[src/rtl/grant_burst_pkg.sv]
// grant_burst_pkg
// Shared types, widths and helper functions for the grant burst controller.
//   state_t       : FSM state encoding (IDLE, OWN, GAP)
//   DEF_*         : default parameter values of grant_burst_ctrl
//   BEAT_W        : beat counter width for the default MAX_BURST
//   GAP_W         : gap counter width, sized for the largest legal GAP_CYCLES
//   beat_width()  : beat counter width for any MAX_BURST
//   lowest_set()  : isolate the lowest-index set bit (one-hot result)
//   is_multi_hot(): more than one bit set
package grant_burst_pkg;

  typedef enum logic [1:0] {
    IDLE = 2'd0,
    OWN  = 2'd1,
    GAP  = 2'd2
  } state_t;

  localparam int DEF_N          = 3;
  localparam int DEF_MAX_BURST  = 8;
  localparam int DEF_GAP_CYCLES = 1;
  localparam int MAX_GAP_CYCLES = 15;

  // Helper functions operate on a fixed 32-bit container; callers zero-extend
  // and slice back to their own width.
  localparam int MAX_N = 32;

  localparam int BEAT_W = $clog2(DEF_MAX_BURST + 1);
  localparam int GAP_W  = $clog2(MAX_GAP_CYCLES + 1);

  function automatic int beat_width(input int max_burst);
    return $clog2(max_burst + 1);
  endfunction

  // x & -x keeps only the lowest set bit.
  function automatic logic [MAX_N-1:0] lowest_set(input logic [MAX_N-1:0] vec);
    return vec & (~vec + {{(MAX_N-1){1'b0}}, 1'b1});
  endfunction

  // Clearing the lowest set bit leaves something only if two or more were set.
  function automatic logic is_multi_hot(input logic [MAX_N-1:0] vec);
    return (vec & (vec - {{(MAX_N-1){1'b0}}, 1'b1})) != {MAX_N{1'b0}};
  endfunction

endpackage

[src/rtl/grant_burst_ctrl_onehot_to_index.sv]
// onehot_to_index
// Converts a one-hot vector to the binary index of its set bit.
//   onehot : in  N          one-hot (or all-zero) vector
//   index  : out $clog2(N)  index of the set bit; 0 when onehot is all-zero
module onehot_to_index #(
  parameter int N = 3
) (
  input  logic [N-1:0]         onehot,
  output logic [$clog2(N)-1:0] index
);

  localparam int IW = $clog2(N);

  // OR together the indices of all set bits; exact for a one-hot input.
  always_comb begin
    index = {IW{1'b0}};
    for (int i = 0; i < N; i++) begin
      if (onehot[i]) begin
        index = index | IW'(i);
      end else begin
        index = index;
      end
    end
  end

endmodule

[src/rtl/grant_burst_ctrl.sv]
// grant_burst_ctrl
// Turns a one-cycle one-hot arbiter grant into held bus ownership that lasts
// while the winner keeps requesting, capped at MAX_BURST cycles. A capped
// ownership is followed by a GAP_CYCLES idle gap so lower-priority requesters
// can win the next arbitration.
//   clk       : in  1                      system clock, rising edge
//   rst_n     : in  1                      asynchronous active-low reset
//   gnt_in    : in  N                      one-hot grant from the arbiter
//   req_in    : in  N                      raw request lines
//   own       : out N                      registered one-hot ownership
//   owner_id  : out $clog2(N)              index of the owner (0 when idle)
//   busy      : out 1                      ownership active
//   beat_cnt  : out $clog2(MAX_BURST+1)    own cycles so far (0 when idle)
//   timeout   : out 1                      pulse when own drops on MAX_BURST
//   err_multi : out 1                      pulse on multi-hot gnt_in in IDLE
module grant_burst_ctrl #(
  parameter int N          = 3,
  parameter int MAX_BURST  = 8,
  parameter int GAP_CYCLES = 1
) (
  input  logic                           clk,
  input  logic                           rst_n,
  input  logic [N-1:0]                   gnt_in,
  input  logic [N-1:0]                   req_in,
  output logic [N-1:0]                   own,
  output logic [$clog2(N)-1:0]           owner_id,
  output logic                           busy,
  output logic [$clog2(MAX_BURST+1)-1:0] beat_cnt,
  output logic                           timeout,
  output logic                           err_multi
);

  import grant_burst_pkg::*;

  localparam int                BW        = beat_width(MAX_BURST);
  localparam logic [BW-1:0]     BEAT_ONE  = {{(BW-1){1'b0}}, 1'b1};
  localparam logic [BW-1:0]     BEAT_MAX  = BW'(MAX_BURST);
  localparam logic [GAP_W-1:0]  GAP_LOAD  = GAP_W'(GAP_CYCLES);
  localparam logic [GAP_W-1:0]  GAP_ONE   = {{(GAP_W-1){1'b0}}, 1'b1};

  state_t             state;
  logic [GAP_W-1:0]   gap_cnt;

  logic [MAX_N-1:0]   gnt_ext_s;
  logic [MAX_N-1:0]   gnt_low_ext_s;
  logic [N-1:0]       gnt_low_s;
  logic               gnt_multi_s;
  logic               owner_req_s;

  // Priority pick of the incoming grant: bit 0 wins on a multi-hot grant.
  assign gnt_ext_s     = MAX_N'(gnt_in);
  assign gnt_low_ext_s = lowest_set(gnt_ext_s);
  assign gnt_low_s     = gnt_low_ext_s[N-1:0];
  assign gnt_multi_s   = is_multi_hot(gnt_ext_s);

  // own is one-hot, so masking the requests with it yields the owner's request.
  assign owner_req_s = |(req_in & own);

  // Status outputs come only from the own register.
  assign busy = |own;

  onehot_to_index #(.N(N)) u_owner_idx (
    .onehot (own),
    .index  (owner_id)
  );

  // Ownership FSM: grant capture, burst counting, release and post-timeout gap.
  always_ff @(posedge clk or negedge rst_n) begin
    if (!rst_n) begin
      state     <= IDLE;
      own       <= {N{1'b0}};
      beat_cnt  <= {BW{1'b0}};
      gap_cnt   <= {GAP_W{1'b0}};
      timeout   <= 1'b0;
      err_multi <= 1'b0;
    end else begin
      timeout   <= 1'b0;
      err_multi <= 1'b0;
      case (state)
        IDLE: begin
          if (gnt_in != {N{1'b0}}) begin
            state     <= OWN;
            own       <= gnt_low_s;
            beat_cnt  <= BEAT_ONE;
            err_multi <= gnt_multi_s;
          end else begin
            state <= IDLE;
          end
        end
        OWN: begin
          // A request drop takes precedence over the burst limit.
          if (!owner_req_s) begin
            state    <= IDLE;
            own      <= {N{1'b0}};
            beat_cnt <= {BW{1'b0}};
          end else if (beat_cnt == BEAT_MAX) begin
            own      <= {N{1'b0}};
            beat_cnt <= {BW{1'b0}};
            timeout  <= 1'b1;
            if (GAP_CYCLES == 0) begin
              state <= IDLE;
            end else begin
              state   <= GAP;
              gap_cnt <= GAP_LOAD;
            end
          end else begin
            beat_cnt <= beat_cnt + BEAT_ONE;
          end
        end
        GAP: begin
          // Leaving on the count of 1 gives GAP_CYCLES cycles in GAP.
          if (gap_cnt <= GAP_ONE) begin
            state   <= IDLE;
            gap_cnt <= {GAP_W{1'b0}};
          end else begin
            gap_cnt <= gap_cnt - GAP_ONE;
          end
        end
        default: begin
          state    <= IDLE;
          own      <= {N{1'b0}};
          beat_cnt <= {BW{1'b0}};
          gap_cnt  <= {GAP_W{1'b0}};
        end
      endcase
    end
  end

endmodule
[config.mk]
export PLATFORM = sky130hd
export DESIGN_NAME = grant_burst_ctrl
export DESIGN_NICKNAME = d
export VERILOG_FILES = /design/src/rtl/grant_burst_pkg.sv /design/src/rtl/grant_burst_ctrl_onehot_to_index.sv /design/src/rtl/grant_burst_ctrl.sv
export SDC_FILE = /design/constraint.sdc
export NUM_CORES = 1
export LEC_CHECK = 0
export CAP_MARGIN = 20
export CORE_ASPECT_RATIO = 1.1
export CORE_MARGIN = 2
export CORE_UTILIZATION = 48
export DETAILED_ROUTE_END_ITERATION = 10
export PLACE_DENSITY = 0.77
export SLEW_MARGIN = 15
export SYNTH_ARGS = -nofsm -noshare
export SYNTH_HDL_FRONTEND = slang
export SYNTH_SLANG_ARGS = --single-unit
[constraint.sdc]
create_clock -name clk -period 2.1 [get_ports clk]
set_input_delay 0.21 -clock clk [delete_from_list [all_inputs] [get_ports clk]]
set_output_delay 0.21 -clock clk [all_outputs]
set_load 0.02 [all_outputs]
Word-level counts from Yosys, hierarchy flattened
Index checks and enable logic that the tools add are counted.
W data, S select, Z words.
{"block": "word_totals", "reg_bits": 15, "latchBits": 0, "ram_bits": 0, "mem_bits_ro": 0, "inputBits": 8, "output_inout_bits": 12, "elab_cells": 58, "n_memories": 0}
{"block": "classes", "addsub": 4, "multipliers": 0, "div": 0, "order_cmp": 1, "eq_ne": 8, "n_shift": 0, "muxes": 24, "bitwise_logic": 6, "n_reduce_logical": 9}
{"operator": "$and A3 B32 Y32", "n": 1}
{"operator": "$reduce_bool A32 Y1", "n": 1}
{"operator": "$mux W4", "n": 6}
{"operator": "$pmux W4 S3", "n": 2}
{"operator": "$mux W3", "n": 3}
{"operator": "$pmux W3 S3", "n": 1}
{"operator": "$mux W2", "n": 4}
{"operator": "$ne A2 B2 Y1 const B", "n": 4}
{"operator": "$mux W1", "n": 7}
{"operator": "$and A3 B3 Y3", "n": 2}
{"operator": "$pmux W2 S3", "n": 1}
{"operator": "$reduce_and A3 Y1", "n": 2}
{"operator": "$reduce_or A3 Y1", "n": 2}
{"operator": "$add A4 B1 Y4 const B", "n": 1}
{"operator": "$eq A4 B4 Y1 const B", "n": 1}
{"operator": "$le A4 B1 Y1 const B", "n": 1}
{"operator": "$reduce_and A2 Y1", "n": 2}
{"operator": "$sub A3 B1 Y4 const B", "n": 1}
{"operator": "$sub A4 B1 Y4 const B", "n": 1}
{"operator": "$add A3 B1 Y3 const B", "n": 1}
{"operator": "$ne A3 B3 Y1 const B", "n": 1}
{"operator": "$not A3 Y3", "n": 1}
{"operator": "$reduce_bool A3 Y1", "n": 1}
{"operator": "$eq A2 B1 Y1 const B", "n": 1}
{"operator": "other kinds (3)", "n": 4}

Logic depth before layout (Yosys ltp)
Gate-level depths: netlist of run 1.
{"block": "depth", "depth_word": 5, "depth_mapped": 7}

By module
From an unflattened synthesis of run 1, not the netlist that was laid out.
{"block": "hier_totals", "hier_cells": 90, "area_unflattened_um2": 883.3}
{"mod": "grant_burst_ctrl", "n_inst": 1, "cells_per_inst": 88, "area_per_inst_um2": 868.3, "seq_area_each_um2": 375.4}
{"mod": "onehot_to_index", "n_inst": 1, "cells_per_inst": 2, "area_per_inst_um2": 15.0, "seq_area_each_um2": 0.0}

Worst setup path before layout of run 1
No wires, ideal clock.
{"block": "synth_path", "kind": "register to register", "from": "register beat_cnt[0]", "to": "register gap_cnt[2]", "setup_ns": 0.104, "arrival_time_ns": 1.807, "t_required_ns": 1.996, "path_slack_ns": 0.189, "path_stages_with_launch": 7, "n_path_buf": 0, "synth_period_minus_slack_ns": 1.911, "cell_sequence": "dfrtp_1 > inv_1 > ha_1 > nand3b_4 > o31a_2 > or4b_1 > o311ai_1"}
{"block": "synth_via", "elab_chain_cells": 3}
{"element": "from (decl)", "line": "grant_burst_ctrl.sv:28", "source": "output logic [$clog2(MAX_BURST+1)-1:0] beat_cnt,"}
{"element": "from (signal assigned)", "line": "grant_burst_ctrl.sv:72", "source": "beat_cnt <= {BW{1'b0}};"}
{"element": "from (signal assigned)", "line": "grant_burst_ctrl.sv:95", "source": "beat_cnt <= {BW{1'b0}};"}
{"element": "from (signal assigned)", "line": "grant_burst_ctrl.sv:98", "source": "beat_cnt <= {BW{1'b0}};"}
{"element": "$eq A4 B4 Y1", "line": "grant_burst_ctrl.sv:96", "source": "end else if (beat_cnt == BEAT_MAX) begin"}
{"element": "$ne A2 B2 Y1 (no source line)"}
{"element": "$reduce_and A3 Y1 (no source line)"}
{"element": "to (signal assigned)", "line": "grant_burst_ctrl.sv:114", "source": "gap_cnt <= {GAP_W{1'b0}};"}
{"element": "to (signal assigned)", "line": "grant_burst_ctrl.sv:116", "source": "gap_cnt <= gap_cnt - GAP_ONE;"}
{"element": "to (signal assigned)", "line": "grant_burst_ctrl.sv:123", "source": "gap_cnt <= {GAP_W{1'b0}};"}
{"element": "to (decl)", "line": "grant_burst_ctrl.sv:42", "source": "logic [GAP_W-1:0] gap_cnt;"}
Every way passes these cells.
A chain may end at the register's enable or synchronous reset.

Final worst setup path of run 1
Ends and elaborated chain as after synthesis.

==> impl_metrics.csv, run 1 <==
group,metric,value,unit
run_status,status,"finished clean",
die,row_count,16,
timing,setup_tns,0,ns
power_and_ir_drop,switching_share,37.7,%
timing,fin_crit,1.95,ns
synth,yosys.area_share.adder,9.89,%
synth,synthesis.nets,104,
clock_network,htreeDepth,1,
clock_network,cts_buffers,3,
power_and_ir_drop,intPower,0.646,mW
finish,synthToLayoutAreaGrowth,27.4,%
routing,firstDrtPassIters,4,
global_routing,grt_max_degree,16,
timing,hold_violations,0,
global_routing,use_met3,7.04,%
synth,yosys.area_share.simple,19.9,%
synth,yosysSeqAreaShare,42.4,%
critical_path,endpoint_kind,"register",
routing,vias_per_cell,5.71,
die,dieHeight,49.1,um
power_and_ir_drop,clkPwrFrac,15.3,%
critical_path,cp_slowest_cell,"or4b_1",
synth,synth_area_per_cell,9.95,um^2
die,dieWidth,45.0,um
synth,synthXorXnorAreaFrac,0,%
synth,async_flop_share,100,%
die,core,1760,um^2
synth,synthMuxAreaShare,2.40,%
global_routing,grt_pass1_vias,736,
routing,final_antenna_net_count,0,
clock_network,root_buffer,"clkbuf_4",
timing,rsz0062_at_grt,"no",
clock_network,path_clk_slew,0.08,ns
run,maxCapViolCount,0,
critical_path,r2r_slack,0.15,ns
power_and_ir_drop,combPwrFrac,47.9,%
timing,slew_violations,0,
clock_network,ctsHoldBuffers,0,
critical_path,crit_path_cell_trace,"inv_1, ha_1, nand3b_4, o31a_2, or4b_1, o311ai_1",
critical_path,crit_path_max_incr_delay,0.51,ns
critical_path,setup.worst_path.start,"beat_cnt[0]",
synth,ys_seq_elements,15,
synth,synth_top_family_by_area,"simple AND/OR/NAND/NOR gates",
global_routing,grt_use_met1,22.8,%
critical_path,path_class,"register to register",
global_routing,top_usage_layer,"met2",
routing,drt-total-wl,1.69,mm
power_and_ir_drop,p_sw,0.392,mW
timing,max-slew-margin-rel,54.6,%
clock_network,cts_tree,"built",
critical_path,cp_num_cells,6,
routing,drcViolationCount,0,
power_and_ir_drop,p_per_area,920,nW/um^2
timing,max_slew.worst_pin.slew,0.673,ns
finish,fin_cells,130,
synth,ys_types,37,
clock_network,clock_sinks,15,
synth,synth_edf_count,0,
synth,ys.flop_type,"dfrtp_1",
placement,dp_hpwl,1.35,mm
critical_path,cp_top_family,"simple AND/OR/NAND/NOR gates",
global_routing,grt_pass1_wl,3.08,mm
synth,yosysTopAreaCellShare,42.4,%
routing,initialDrtViolationCount,15,
clock_network,insertion_delay,0.28,ns
critical_path,cp.arrival,2.12,ns
synth,ys_warn_count,0,
clock_network,clock_path_buffers,2,
power_and_ir_drop,pwr-share-seq,36.8,%
timing,fin_worst_skew,0.00161,ns
placement,place.gp.congestion,0.819,
routing,via_count,742,
timing,final.period_utilization,92.8,%
synth,synth_area_leaders,"dfrtp_1, ha_1, inv_1, nand2_1, o31ai_1",
clock_network,ctsResizeCount,0,
synth,synth_compound_area_share,19.1,%
power_and_ir_drop,peakVddDrop,0.466,mV
critical_path,reg2reg_from,"beat_cnt[0]",
worst_hold_path,holdCritPathClass,"input port to asynchronous set/reset pin",
routing,routedWlPerCell,13.0,um
global_routing,grt_overflow_total,0,
critical_path,path_max_fanout,7,
critical_path,worstRegToRegCells,6,
synth,synthesis.area,886,um^2
critical_path,worstSetupStartpointType,"register",
placement,dp.cells,126,
timing,setup_viol,0,
synth,synth_area_leader_cell,"dfrtp_1",
global_routing,antenna_found_initial,0,
placement,port_buffers,19,
timing,whs,0.322,ns
timing,fmax,513,MHz
synth,synthCells,89,
global_routing,met2_usage,30.5,%
finish,nets,128,
die,io_pins,20,
power_and_ir_drop,cellLeakagePower,0.525,nW
die,start_util,50.3,%
clock_network,post_cts_buffers,0,
die,dieArea,2210,um^2
global_routing,grt_use_total,18.3,%
finish,diodes,0,
finish,drive_above_1_share,11.6,%
critical_path,worstPathRequired,2.28,ns
critical_path,path_buf_inv,1,
[area by class of cell]
cell class / count / area [um^2]
timing repair buffer: 22 / 213
clock buffer: 4 / 26.3
inverter: 10 / 37.5
fill: 145 / 633
tap: 18 / 22.5
multi-input combinational: 61 / 454
sequential: 15 / 375
[cell usage after synthesis (2+ instances only)]
| cell type | count |
|---|---|
| buf_4 | 2 |
| a22o_1 | 2 |
| ha_1 | 7 |
| o31ai_1 | 4 |
| inv_1 | 10 |
| a21oi_1 | 2 |
| nor2_1 | 6 |
| dfrtp_1 | 15 |
| nand3_1 | 4 |
| o21ai_0 | 2 |
| nand2_1 | 8 |
| o22ai_1 | 2 |
[layer usage]
metal | vias up | wire length (um)
met3 | 2 | 111
met4 | 0 | 10
met1 | 348 | 749
li1 | 372 | -
met2 | 20 | 819
met5 | - | 0
[cells in the final DEF (no fill, tap or decap), drive strengths merged, types with 2 or more instances in the layout]
master / synthesis / routed
clkdlybuf4s50: 0 / 19
clkbuf: 1 / 4
ha: 7 / 7
or4b: 2 / 2
a21oi: 2 / 2
nor2: 6 / 6
o311ai: 2 / 2
o31ai: 4 / 4
buf: 2 / 3
a22o: 3 / 3
o22ai: 2 / 2
dfrtp: 15 / 15
inv: 10 / 10
nand3b: 2 / 2
nand2: 8 / 8
nand3: 4 / 4
o21ai: 2 / 2
[power by group through the flow]
| stage | combinational [mW] | clock, mW | sequential [mW] |
|---|---|---|---|
| floorplan | 0.272 | 0 | 0.426 |
| global placement | 0.491 | 0 | 0.387 |
| detailed placement | 0.497 | 0 | 0.388 |
| CTS | 0.498 | 0.162 | 0.383 |
| global route | 0.550 | 0.175 | 0.387 |
| finish | 0.498 | 0.158 | 0.382 |
[path summary, 6_finish.rpt]
path                                to
max                         gap_cnt[2]
min                         gap_cnt[1]
max reg2reg                 gap_cnt[2]
min reg2reg                 gap_cnt[1]
max in group asynchronous  beat_cnt[3]
min in group clk            gap_cnt[1]
[worst register-to-register path: cells and delay by family (launching register included)]
family                   cells  cell delay [ns]
buffers and inverters        1             0.08
adder cells (fa/ha/maj)      1             0.22
AO/OA/AOI/OAI                2             0.50
flip-flops                   1             0.44
AND/OR/NAND/NOR              2             0.61
[state kept, by name, indices dropped and copies added, names as in the netlist]
name,cells
err_multi,1
timeout,1
own,3
state,2
gap_cnt,4
beat_cnt,4
[cell families (layout without fill, tap and decap cells)]
logic type,Yosys count,after routing
mux,2,2
fa+ha+maj,7,7
simple gates,30,30
buf+inv,13,36
compound gates,22,22
flops,15,15
[stage by stage]
step / total power, mW / cell area, um^2 / util, % / setup WS (ns)
3_5_place_dp: 0.886 / 1100 / 62.6 / 0.173
4_1_cts: 1.04 / 1130 / 64.1 / 0.140
5_1_grt: 1.11 / 1130 / 64.1 / 0.0368
2_1_floorplan: 0.698 / 886 / - / 0.189
6_report: 1.04 / 1130 / 64.1 / 0.152
3_3_place_gp: 0.878 / 1100 / 62.6 / 0.176
No activity file was read; power rests on OpenSTA's default activity.
==> inputs of run 2 (changes only) <==
--- a/config.mk
+++ b/config.mk
@@ -5,13 +5,14 @@
 export SDC_FILE = /design/constraint.sdc
 export NUM_CORES = 1
 export LEC_CHECK = 0
+export ABC_CLOCK_PERIOD_IN_PS = 2100
 export CAP_MARGIN = 20
 export CORE_ASPECT_RATIO = 1.1
 export CORE_MARGIN = 2
 export CORE_UTILIZATION = 48
 export DETAILED_ROUTE_END_ITERATION = 10
 export PLACE_DENSITY = 0.77
-export SLEW_MARGIN = 15
+export SLEW_MARGIN = 20
 export SYNTH_ARGS = -nofsm -noshare
 export SYNTH_HDL_FRONTEND = slang
 export SYNTH_SLANG_ARGS = --single-unit
==> results of run 2 <==
No change in the layout: final DEF, timing and power equal those of run 1.
